## src/rtl/reflet_int_controller_pkg.sv

```systemverilog
// rtl/reflet_int_controller_pkg.sv - shared register offsets, FSM encoding and limits
package reflet_int_controller_pkg;

   localparam int NB_INT_MAX = 8;

   localparam logic [1:0] REG_MASK    = 2'd0;
   localparam logic [1:0] REG_PENDING = 2'd1;
   localparam logic [1:0] REG_STATUS  = 2'd2;
   localparam logic [1:0] REG_EOI     = 2'd3;

   typedef enum logic [1:0] {
      ST_IDLE    = 2'd0,
      ST_REQUEST = 2'd1,
      ST_SERVICE = 2'd2
   } state_t;

endpackage

```

## src/rtl/reflet_priority_enc.sv

```systemverilog
// rtl/reflet_priority_enc.sv - lowest-set-index encoder, returns {valid, index}
module reflet_priority_enc #(
   parameter int width = 4
) (
   input  logic [width-1:0] vec,
   output logic [3:0]       result
);

   always_comb begin
      result = 4'h0;
      // Scan downward so the lowest set index is the last one written.
      for (int i = width - 1; i >= 0; i--) begin
         if (vec[i]) begin
            result = {1'b1, 3'(i)};
         end
      end
   end

endmodule

```

## src/rtl/reflet_rw_register.sv

```systemverilog
// rtl/reflet_rw_register.sv - generic read/write register at one bus offset
module reflet_rw_register #(
   parameter int                     addr_size     = 2,
   parameter logic [addr_size-1:0]   reg_addr      = '0,
   parameter int                     width         = 8,
   parameter logic [width-1:0]       default_value = '0
) (
   input  logic                 clk,
   input  logic                 reset,
   input  logic                 enable,
   input  logic [addr_size-1:0] addr,
   input  logic                 write_en,
   input  logic [width-1:0]     data_in,
   output logic [width-1:0]     content
);

   always_ff @(posedge clk or negedge reset) begin
      if (!reset) begin
         content <= default_value;
      end else if (enable && write_en && addr == reg_addr) begin
         content <= data_in;
      end
   end

endmodule

```

## src/rtl/reflet_int_controller.sv

```systemverilog
// rtl/reflet_int_controller.sv - edge-latched, masked, priority interrupt controller
module reflet_int_controller
   import reflet_int_controller_pkg::*;
#(
   parameter int                        base_addr_size = 16,
   parameter logic [base_addr_size-1:0] base_addr      = 16'hFF20,
   parameter int                        nb_int         = 4
) (
   input  logic                      clk,
   input  logic                      reset,
   input  logic                      enable,
   input  logic [base_addr_size-1:0] addr,
   input  logic                      write_en,
   input  logic [7:0]                data_in,
   output logic [7:0]                data_out,
   input  logic [nb_int-1:0]         int_in,
   output logic                      cpu_int,
   output logic [2:0]                cpu_int_num,
   input  logic                      cpu_ack
);

   localparam logic [base_addr_size:0] addr_lo = {1'b0, base_addr};
   localparam logic [base_addr_size:0] addr_hi = addr_lo + (base_addr_size + 1)'(4);

   state_t            state;
   logic              sel, wr, rd;
   logic [1:0]        offset;
   logic [nb_int-1:0] mask, mask_next, pending, pending_next, int_prev;
   logic [nb_int-1:0] edges, sw_clear, ack_clear, num_onehot, eligible;
   logic [3:0]        winner;
   logic              ack_take, eoi_take, withdraw;
   logic [7:0]        mask8, pend8, rdata;
   logic              unused_data_in;

   assign sel    = enable && ({1'b0, addr} >= addr_lo) && ({1'b0, addr} < addr_hi);
   assign offset = 2'(addr - base_addr);
   assign wr     = sel && write_en;
   assign rd     = sel && !write_en;
   assign unused_data_in = ^data_in;

   reflet_rw_register #(
      .addr_size    (2),
      .reg_addr     (REG_MASK),
      .width        (nb_int),
      .default_value('0)
   ) u_mask (
      .clk     (clk),
      .reset   (reset),
      .enable  (sel),
      .addr    (offset),
      .write_en(write_en),
      .data_in (data_in[nb_int-1:0]),
      .content (mask)
   );

   always_comb begin
      num_onehot = '0;
      for (int i = 0; i < nb_int; i++) begin
         num_onehot[i] = (cpu_int_num == 3'(i));
      end
   end

   assign edges        = int_in & ~int_prev;
   assign ack_take     = (state == ST_REQUEST) && cpu_ack;
   assign eoi_take     = (state == ST_SERVICE) && wr && (offset == REG_EOI);
   assign sw_clear     = (wr && offset == REG_PENDING) ? data_in[nb_int-1:0] : '0;
   assign ack_clear    = ack_take ? num_onehot : '0;
   assign mask_next    = (wr && offset == REG_MASK) ? data_in[nb_int-1:0] : mask;
   // New edges are OR-ed last so they win over both software and ack clears.
   assign pending_next = (pending & ~sw_clear & ~ack_clear) | edges;
   // Withdraw in the same cycle software removes the request, not one later.
   assign withdraw     = ~|(pending_next & mask_next & num_onehot);
   assign eligible     = pending & mask;

   reflet_priority_enc #(.width(nb_int)) u_enc (
      .vec   (eligible),
      .result(winner)
   );

   always_ff @(posedge clk or negedge reset) begin
      if (!reset) begin
         pending  <= '0;
         int_prev <= '0;
      end else begin
         pending  <= pending_next;
         int_prev <= int_in;
      end
   end

   always_ff @(posedge clk or negedge reset) begin
      if (!reset) begin
         state       <= ST_IDLE;
         cpu_int     <= 1'b0;
         cpu_int_num <= 3'd0;
      end else begin
         case (state)
            ST_IDLE: begin
               if (winner[3]) begin
                  state       <= ST_REQUEST;
                  cpu_int     <= 1'b1;
                  cpu_int_num <= winner[2:0];
               end else begin
                  cpu_int <= 1'b0;
               end
            end
            ST_REQUEST: begin
               if (cpu_ack) begin
                  state   <= ST_SERVICE;
                  cpu_int <= 1'b0;
               end else if (withdraw) begin
                  state   <= ST_IDLE;
                  cpu_int <= 1'b0;
               end
            end
            ST_SERVICE: begin
               cpu_int <= 1'b0;
               if (eoi_take) begin
                  state <= ST_IDLE;
               end
            end
            default: begin
               state   <= ST_IDLE;
               cpu_int <= 1'b0;
            end
         endcase
      end
   end

   always_comb begin
      mask8 = '0;
      pend8 = '0;
      mask8[nb_int-1:0] = mask;
      pend8[nb_int-1:0] = pending;
      case (offset)
         REG_MASK:    rdata = mask8;
         REG_PENDING: rdata = pend8;
         REG_STATUS:  rdata = {state, 3'b000, cpu_int_num};
         default:     rdata = 8'h00;
      endcase
   end

   always_ff @(posedge clk or negedge reset) begin
      if (!reset) begin
         data_out <= 8'h00;
      end else begin
         data_out <= rd ? rdata : 8'h00;
      end
   end

endmodule
```

## config.mk

```make
export PLATFORM = sky130hd
export DESIGN_NAME = reflet_int_controller
export DESIGN_NICKNAME = d
export VERILOG_FILES = /design/src/rtl/reflet_int_controller_pkg.sv /design/src/rtl/reflet_priority_enc.sv /design/src/rtl/reflet_rw_register.sv /design/src/rtl/reflet_int_controller.sv
export SDC_FILE = /design/constraint.sdc
export NUM_CORES = 1
export LEC_CHECK = 0
export BUFFER_PORTS_ARGS = -buffer_cell sky130_fd_sc_hd__buf_2
export CAP_MARGIN = 25
export CORE_MARGIN = 4
export CORE_UTILIZATION = 33
export DETAILED_ROUTE_END_ITERATION = 12
export SYNTH_ARGS = -nofsm -noshare
export SYNTH_HDL_FRONTEND = slang
export SYNTH_SLANG_ARGS = --single-unit
```

## constraint.sdc

```tcl
create_clock -name clk -period 2.5 [get_ports clk]
set_clock_uncertainty 0.2 [all_clocks]
set_input_delay 0.25 -clock clk [delete_from_list [all_inputs] [get_ports clk]]
set_output_delay 0.25 -clock clk [all_outputs]
set_load 0.01 [all_outputs]
```

==> results of run 1 <==
critical path, delay by kind of cell:
family / cells / cell delay, ps
compound gates: 2 / 440
mux: 1 / 390
simple gates: 3 / 720
buf+inv: 1 / 110
cells by family (layout without fill, tap and decap cells):
kind of cell           Yosys count  count (layout)  synth area share (%)
other                            1               3                0.3226
multiplexers                     8               8                 7.320
flip-flops                      23              23                 49.52
buffers and inverters           10              54                 5.059
AND/OR/NAND/NOR                 47              47                 24.22
AO/OA/AOI/OAI                   24              24                 13.56
power breakdown:
group	total, mW	switching [mW]	internal [mW]
Sequential	0.378	0.00186	0.376
Clock	0.180	0.120	0.0601
Combinational	0.0668	0.0324	0.0343
Total	0.625	0.154	0.471
sequential cells by signal, indices dropped and copies added (netlist names):
| signal | cells |
|---|---|
| int_prev | 4 |
| data_out | 6 |
| u_mask.content | 4 |
| cpu_int | 1 |
| state | 2 |
| pending | 4 |
| cpu_int_num | 2 |
routing by layer:
metal  routed length [um]  global-route usage, %  up-vias  share of wire, %
met4                   60                  6.582        0               2.2
met2                 1375                  23.19       28                50
met1                 1155                  17.98      469                42
li1                     -                      -      501                 -
met3                  153                  3.827        7               5.6
met5                    0                      0        -                 0
layout by cell type (no fill, tap or decap), drive strengths merged, types with 2 or more instances in the layout:
cell	synthesis	routed
buf	6	37
dfrtp	23	23
nand2	14	14
dlygate4sd3	0	9
nor2	7	7
a21oi	6	6
o21ai	6	6
mux2	4	4
inv	4	4
mux2i	4	4
nand4	3	3
nor2b	3	3
a32oi	3	3
conb	1	3
clkbuf	0	3
nor3	3	3
and4	2	2
and2	2	2
nand2b	2	2
o31a	2	2
o22ai	2	2
o221ai	2	2
nand3	2	2
and4bb	2	2
how the worst min path moves through the flow:
stage	from	end	slack [ps]	depth (start not counted)
global route	cpu_ack	state[1]	80	3
detailed placement	reset	data_out[2]	50	1
global placement	reset	data_out[2]	40	1
CTS	addr[14]	data_out[1]	50	3
floorplan	reset	cpu_int	-250	0
finish	addr[14]	data_out[0]	60	3
cell type report:
type                            instances  area [um^2]
Inverter                                4        15.01
Tap cell                               46        57.56
Multi-Input combinational cell         82        535.5
Timing Repair Buffer                   46        275.3
Clock buffer                            3        22.52
Sequential cell                        23        575.6
Clock inverter                          1        5.005
Fill cell                             365         1877
through the flow:
stage | power [mW] | cells | hold slack (ps) | setup WS [ps]
floorplan | 0.4113 | 115 | -245.6 | 579.5
global placement | 0.4395 | 192 | 40.02 | 255.4
detailed placement | 0.4415 | 192 | 54.66 | 209.3
CTS | 0.6299 | 205 | 49.81 | 554.9
global route | 0.6598 | 205 | 80.47 | 406.6
finish | 0.6250 | 205 | 59.38 | 578.8
timing repair:
action | in CTS | in global routing
endpoints found under the hold margin | 33 | 0
setup buffers | 0 | 0
hold buffers | 9 | 0
endpoints found under the setup margin | 0 | 0
==> impl_results.md, run 1 <==
* Status: finished, final reports clean
* GRT overflow at 0
* R2R Path End: state[0]
* Cell Area, Placed at 1369 um^2
* Worst Setup Start Kind: input port
* TritonCTS Sinks at 23
* Max IR drop VDD at 373.4 uV
* Via count at 1,005
* Core area at 3363 um^2
* Fmax achieved at 520.5 MHz
* CP Capture Type: register
* Final Hold Vio Count at 0
* Setup TNS at 0 ps
* Worst Max-Slew Pin Slew at 503.8 ps
* Leakage power at 0.6978 nW
* Share of layout cells above drive strength 1 at 30.19%
* Starting Density at 34.56%
* R2R Setup Slk at 590 ps
* Antenna cells at 0
* Count of final max-slew check failures at 0
* Initial antenna violation count at 0
* Final worst-path cycle share at 76.85%
* Post-synthesis average cell area at 10.29 um^2
* Synth Flop Type: dfrtp_1
* Area Growth Syn to Fin at 27.88%
* Ranking of synthesized cells by area: dfrtp_1, nand2_1, mux2_2
* Crit path to: state[0]
* Worst reg2reg startpoint: cpu_int_num[0]
* CTS tree: built
* Routability Congestion at 0.8173
* Post-DP HPWL at 2135 um
* Mapped Area at 1162 um^2
* RSZ-0062 raised after global routing: false
* Vias per cell at 4.902
* Num ports at 45
* Clock Path Buffers at 2
* Clock latency on the worst-skew pair at 330 ps
* PostCTS Resize Cnt at 0
* Yosys warning count at 0
* Util after Layout at 44.20%
* Clock slew at reported path FFs at 120 ps
* Synth cell types at 36
* Cells after Synth at 113
* Total Routing Usage GR at 14.41%
* Setup violators final at 0
* Max cap viols at 0
* CTS root buf: clkbuf_4
* Wirelength per Cell at 13.39 um
* Rel. slew slack at 66.41%
* CP max-delay cell: mux2_2
* Yosys top cell area share at 49.52%
* Synth area leader: dfrtp_1
* Rows at 21
* Most numerous cell in the Yosys netlist: dfrtp_1
* EDFF count, synth at 0
* Pin count of the biggest net entering global routing at 24
* Worst EP required at 2480 ps
* Number of global-route vias before repair at 1,047
* Cell area after layout at 1486 um^2
* Total Die Area at 4536 um^2
* Pwr dens at 420.4 nW/um^2
* Synth Register Bits at 23
* Post-route antenna net violation count at 0
* Reg2reg path depth at 5
* Sequential-to-total area share from yosys stat at 49.52%
* Crit Path Class: input port to register
* Die width at 67.35 um
* Total routed wirelength at 2745 um
* Crit path cell chain: buf_2, nor4b_2, nand4_1, nor3_4, mux2_2, a32oi_1, o221ai_1
* Hold Crit Class: input port to register
* DRT iter0 DRCs at 32
* Remaining DRCs at 0
* CP Launch Point: addr[3]
* Port bufs at 37
* First-pass GRT wire length at 4843 um
* Die Span Y at 67.35 um
* Fin nets at 193
* Arrival @ worst endpoint at 1910 ps
* Largest stage delay, worst path at 390 ps
* Post-layout minimum cycle time at 1921 ps
* CTS Buf Count at 3
* Pre-antenna DRT Iters at 4
* H-tree depth at 1
* Top cells by count, synth: dfrtp_1, nand2_1, nor2_1
* Worst Path Max Fanout at 4
* Async S/R FF share, synth at 100.0%
Note: power is estimated with default switching activity, not from simulation.
==> run 2, diff against run 1 <==
==> constraint.sdc (replaced) <==
create_clock -name clk -period 1.8 [get_ports clk]
set_clock_uncertainty 0.2 [all_clocks]
set_input_delay 0.18 -clock clk [delete_from_list [all_inputs] [get_ports clk]]
set_output_delay 0.18 -clock clk [all_outputs]
set_load 0.01 [all_outputs]
==> impl_results.md, run 2 (same netlist as run 1, synthesis figures left out) <==
* Rows at 21 (unchanged)
* Status: complete, but fails checks (was finished, final reports clean)
* Minimum setup slack in the final design at -37.71 ps (was 578.8 ps)
* Setup TNS at -58.63 ps (was 0 ps)
* Worst Path Max Fanout at 5 (was 4)
* Post-layout minimum cycle time at 1838 ps
* RSZ-0062 raised after global routing: true (was false)
* Setup violators final at 2 (was 0)
* Pin count of the biggest net entering global routing at 24 (unchanged)
* Most common cell after layout, fill and taps aside: buf_2 (unchanged)
* Final worst-path cycle share at 102.1%
* Failing checks: setup timing
* Reg2reg path depth at 6 (was 5)
* Biggest register: data_out (unchanged)
* Max IR drop VDD at 284.0 uV (was 373.4 uV)
* Area of the multi-input gates at 565.5 um^2 (was 535.5 um^2)
* Share of layout cells above drive strength 1 at 38.86% (was 30.19%)
* CTS tree: built (unchanged)
* Overall power at 0.8666 mW (was 0.6250 mW)
* Leakage power at 0.7841 nW (was 0.6978 nW)
* Vias per cell at 4.846 (was 4.902)
* CTS root buf: clkbuf_4 (unchanged)
* Worst Setup Start Kind: register (was input port)
* Clock latency on the worst-skew pair at 310 ps (was 330 ps)
* Pre-antenna DRT Iters at 4 (unchanged)
* CTS Buf Count at 3 (unchanged)
* Crit Path Class: register to register (was input port to register)
* Worst Max-Slew Pin Slew at 512.1 ps (was 503.8 ps)
* Crit path cell chain: nand3b_1, o31a_1, o21ai_2, a21oi_2, a32oi_2, o221ai_1 (was buf_2, nor4b_2, nand4_1, nor3_4, mux2_2, a32oi_1, o221ai_1)
* WHS Path Cells at 4 (was 3)
* Antenna cells at 0 (unchanged)
* Die Span Y at 67.35 um (unchanged)
* DRT iter0 DRCs at 44 (was 32)
* Core area at 3363 um^2 (unchanged)
* Util after Layout at 48.74% (was 44.20%)
* Remaining DRCs at 0 (unchanged)
* Total routed wirelength at 2953 um (was 2745 um)
* Area Growth Syn to Fin at 41.01% (was 27.88%)
* Wirelength per Cell at 13.36 um (was 13.39 um)
* Routability Congestion at 0.8839 (was 0.8173)
* Register Area at 575.6 um^2 (unchanged)
* Clock Path Buffers at 2 (unchanged)
* Pwr dens at 528.7 nW/um^2 (was 420.4 nW/um^2)
* Port bufs at 37 (unchanged)
* Worst EP required at 1790 ps (was 2480 ps)
* Arrival @ worst endpoint at 1830 ps (was 1910 ps)
* Count of final max-slew check failures at 0 (unchanged)
* Total Routing Usage GR at 13.92% (was 14.41%)
* Num ports at 45 (unchanged)
* CP max-delay cell: dfrtp_1 (was mux2_2)
* Starting Density at 34.56% (unchanged)
* Die width at 67.35 um (unchanged)
* Fin nets at 209 (was 193)
* GRT overflow at 0 (unchanged)
* Hold Crit Class: input port to register (unchanged)
* Pre-CTS WS at -341.5 ps (was 209.3 ps)
* Post-route antenna net violation count at 0 (unchanged)
* Via count at 1,071 (was 1,005)
* Hold WS at 28.05 ps (was 59.38 ps)
* Max cap viols at 0 (unchanged)
* Most frequent cells in the layout: buf_2, dfrtp_1, buf_4 (was buf_2, dfrtp_1, nand2_1)
* Number of global-route vias before repair at 1,093 (was 1,047)
* Max FFs per register at 6 (unchanged)
* Fmax achieved at 544.2 MHz
* TritonCTS Sinks at 23 (unchanged)
* Initial antenna violation count at 0 (unchanged)
* Rel. slew slack at 65.86% (was 66.41%)
* Filler Cell Count at 339 (was 365)
* Post-DP HPWL at 2282 um (was 2135 um)
* First-pass GRT wire length at 4788 um (was 4843 um)
* Final Hold Vio Count at 0 (unchanged)
* H-tree depth at 1 (unchanged)
* CP Capture Type: register (unchanged)
* Clock slew at reported path FFs at 130 ps (was 120 ps)
* Total Die Area at 4536 um^2 (unchanged)
* Largest stage delay, worst path at 430 ps (was 390 ps)
run 2: cell types whose count changed in the layout (fill, tap and decap cells not counted), sizes merged:
cell         delta
buf            +15
dlygate4sd3     +1
run 2: layout make-up:
cell class	count	share of cell area, %
sequential	23	35.11
timing repair buffer	62	24.27
tap	46	3.511
clock inverter	1	0.3053
clock buffer	3	1.374
multi-input combinational	82	34.50
inverter	4	0.9160
run 2: worst max-delay path, delay by kind of cell (launching register included):
family / cells / cell delay (ps)
AO/OA/AOI/OAI: 5 / 850
AND/OR/NAND/NOR: 1 / 230
flip-flops: 1 / 430
run 2: final timing paths:
kind	end	slack (ps)	from
worst min-delay path	data_out[1]	30	write_en
max in group asynchronous	u_mask.content[2]	900	reset
worst max register to register	state[0]	-40	state[1]
worst min register to register	pending[1]	290	int_prev[1]
worst max-delay path	state[0]	-40	state[1]
min in group asynchronous	cpu_int	160	reset
run 2: metrics by stage:
step / cell area (um^2) / std cells
final: 1639 / 221
after global routing: 1639 / 221
after CTS: 1609 / 220
after detailed placement: 1466 / 204
after global placement: 1466 / 204
after floorplan: 1177 / 115
run 2: timing repair:
action / CTS / global route
endpoints found under the hold margin: 36 / 0
pin swaps: 5 / 4
gates resized for setup: 2 / 6
hold buffers: 10 / 0
setup endpoints to repair: 2 / 2
setup buffers: 2 / 1
run 2: metal layers:
metal  wire [um]  track usage [%]  vias up  share of wire (%)
li1            -                -      531                  -
met1        1252            17.09      512                 42
met2        1541            24.05       24                 52
met3         137            2.829        4                4.6
met4          22            5.063        0               0.75
met5           0                0        -                  0
run 2: power by group:
part	internal, mW	leakage, nW	total, mW	switching, mW
clock network	0.0831	0.0177	0.236	0.153
logic	0.0567	0.477	0.105	0.0487
registers	0.522	0.289	0.525	0.00273
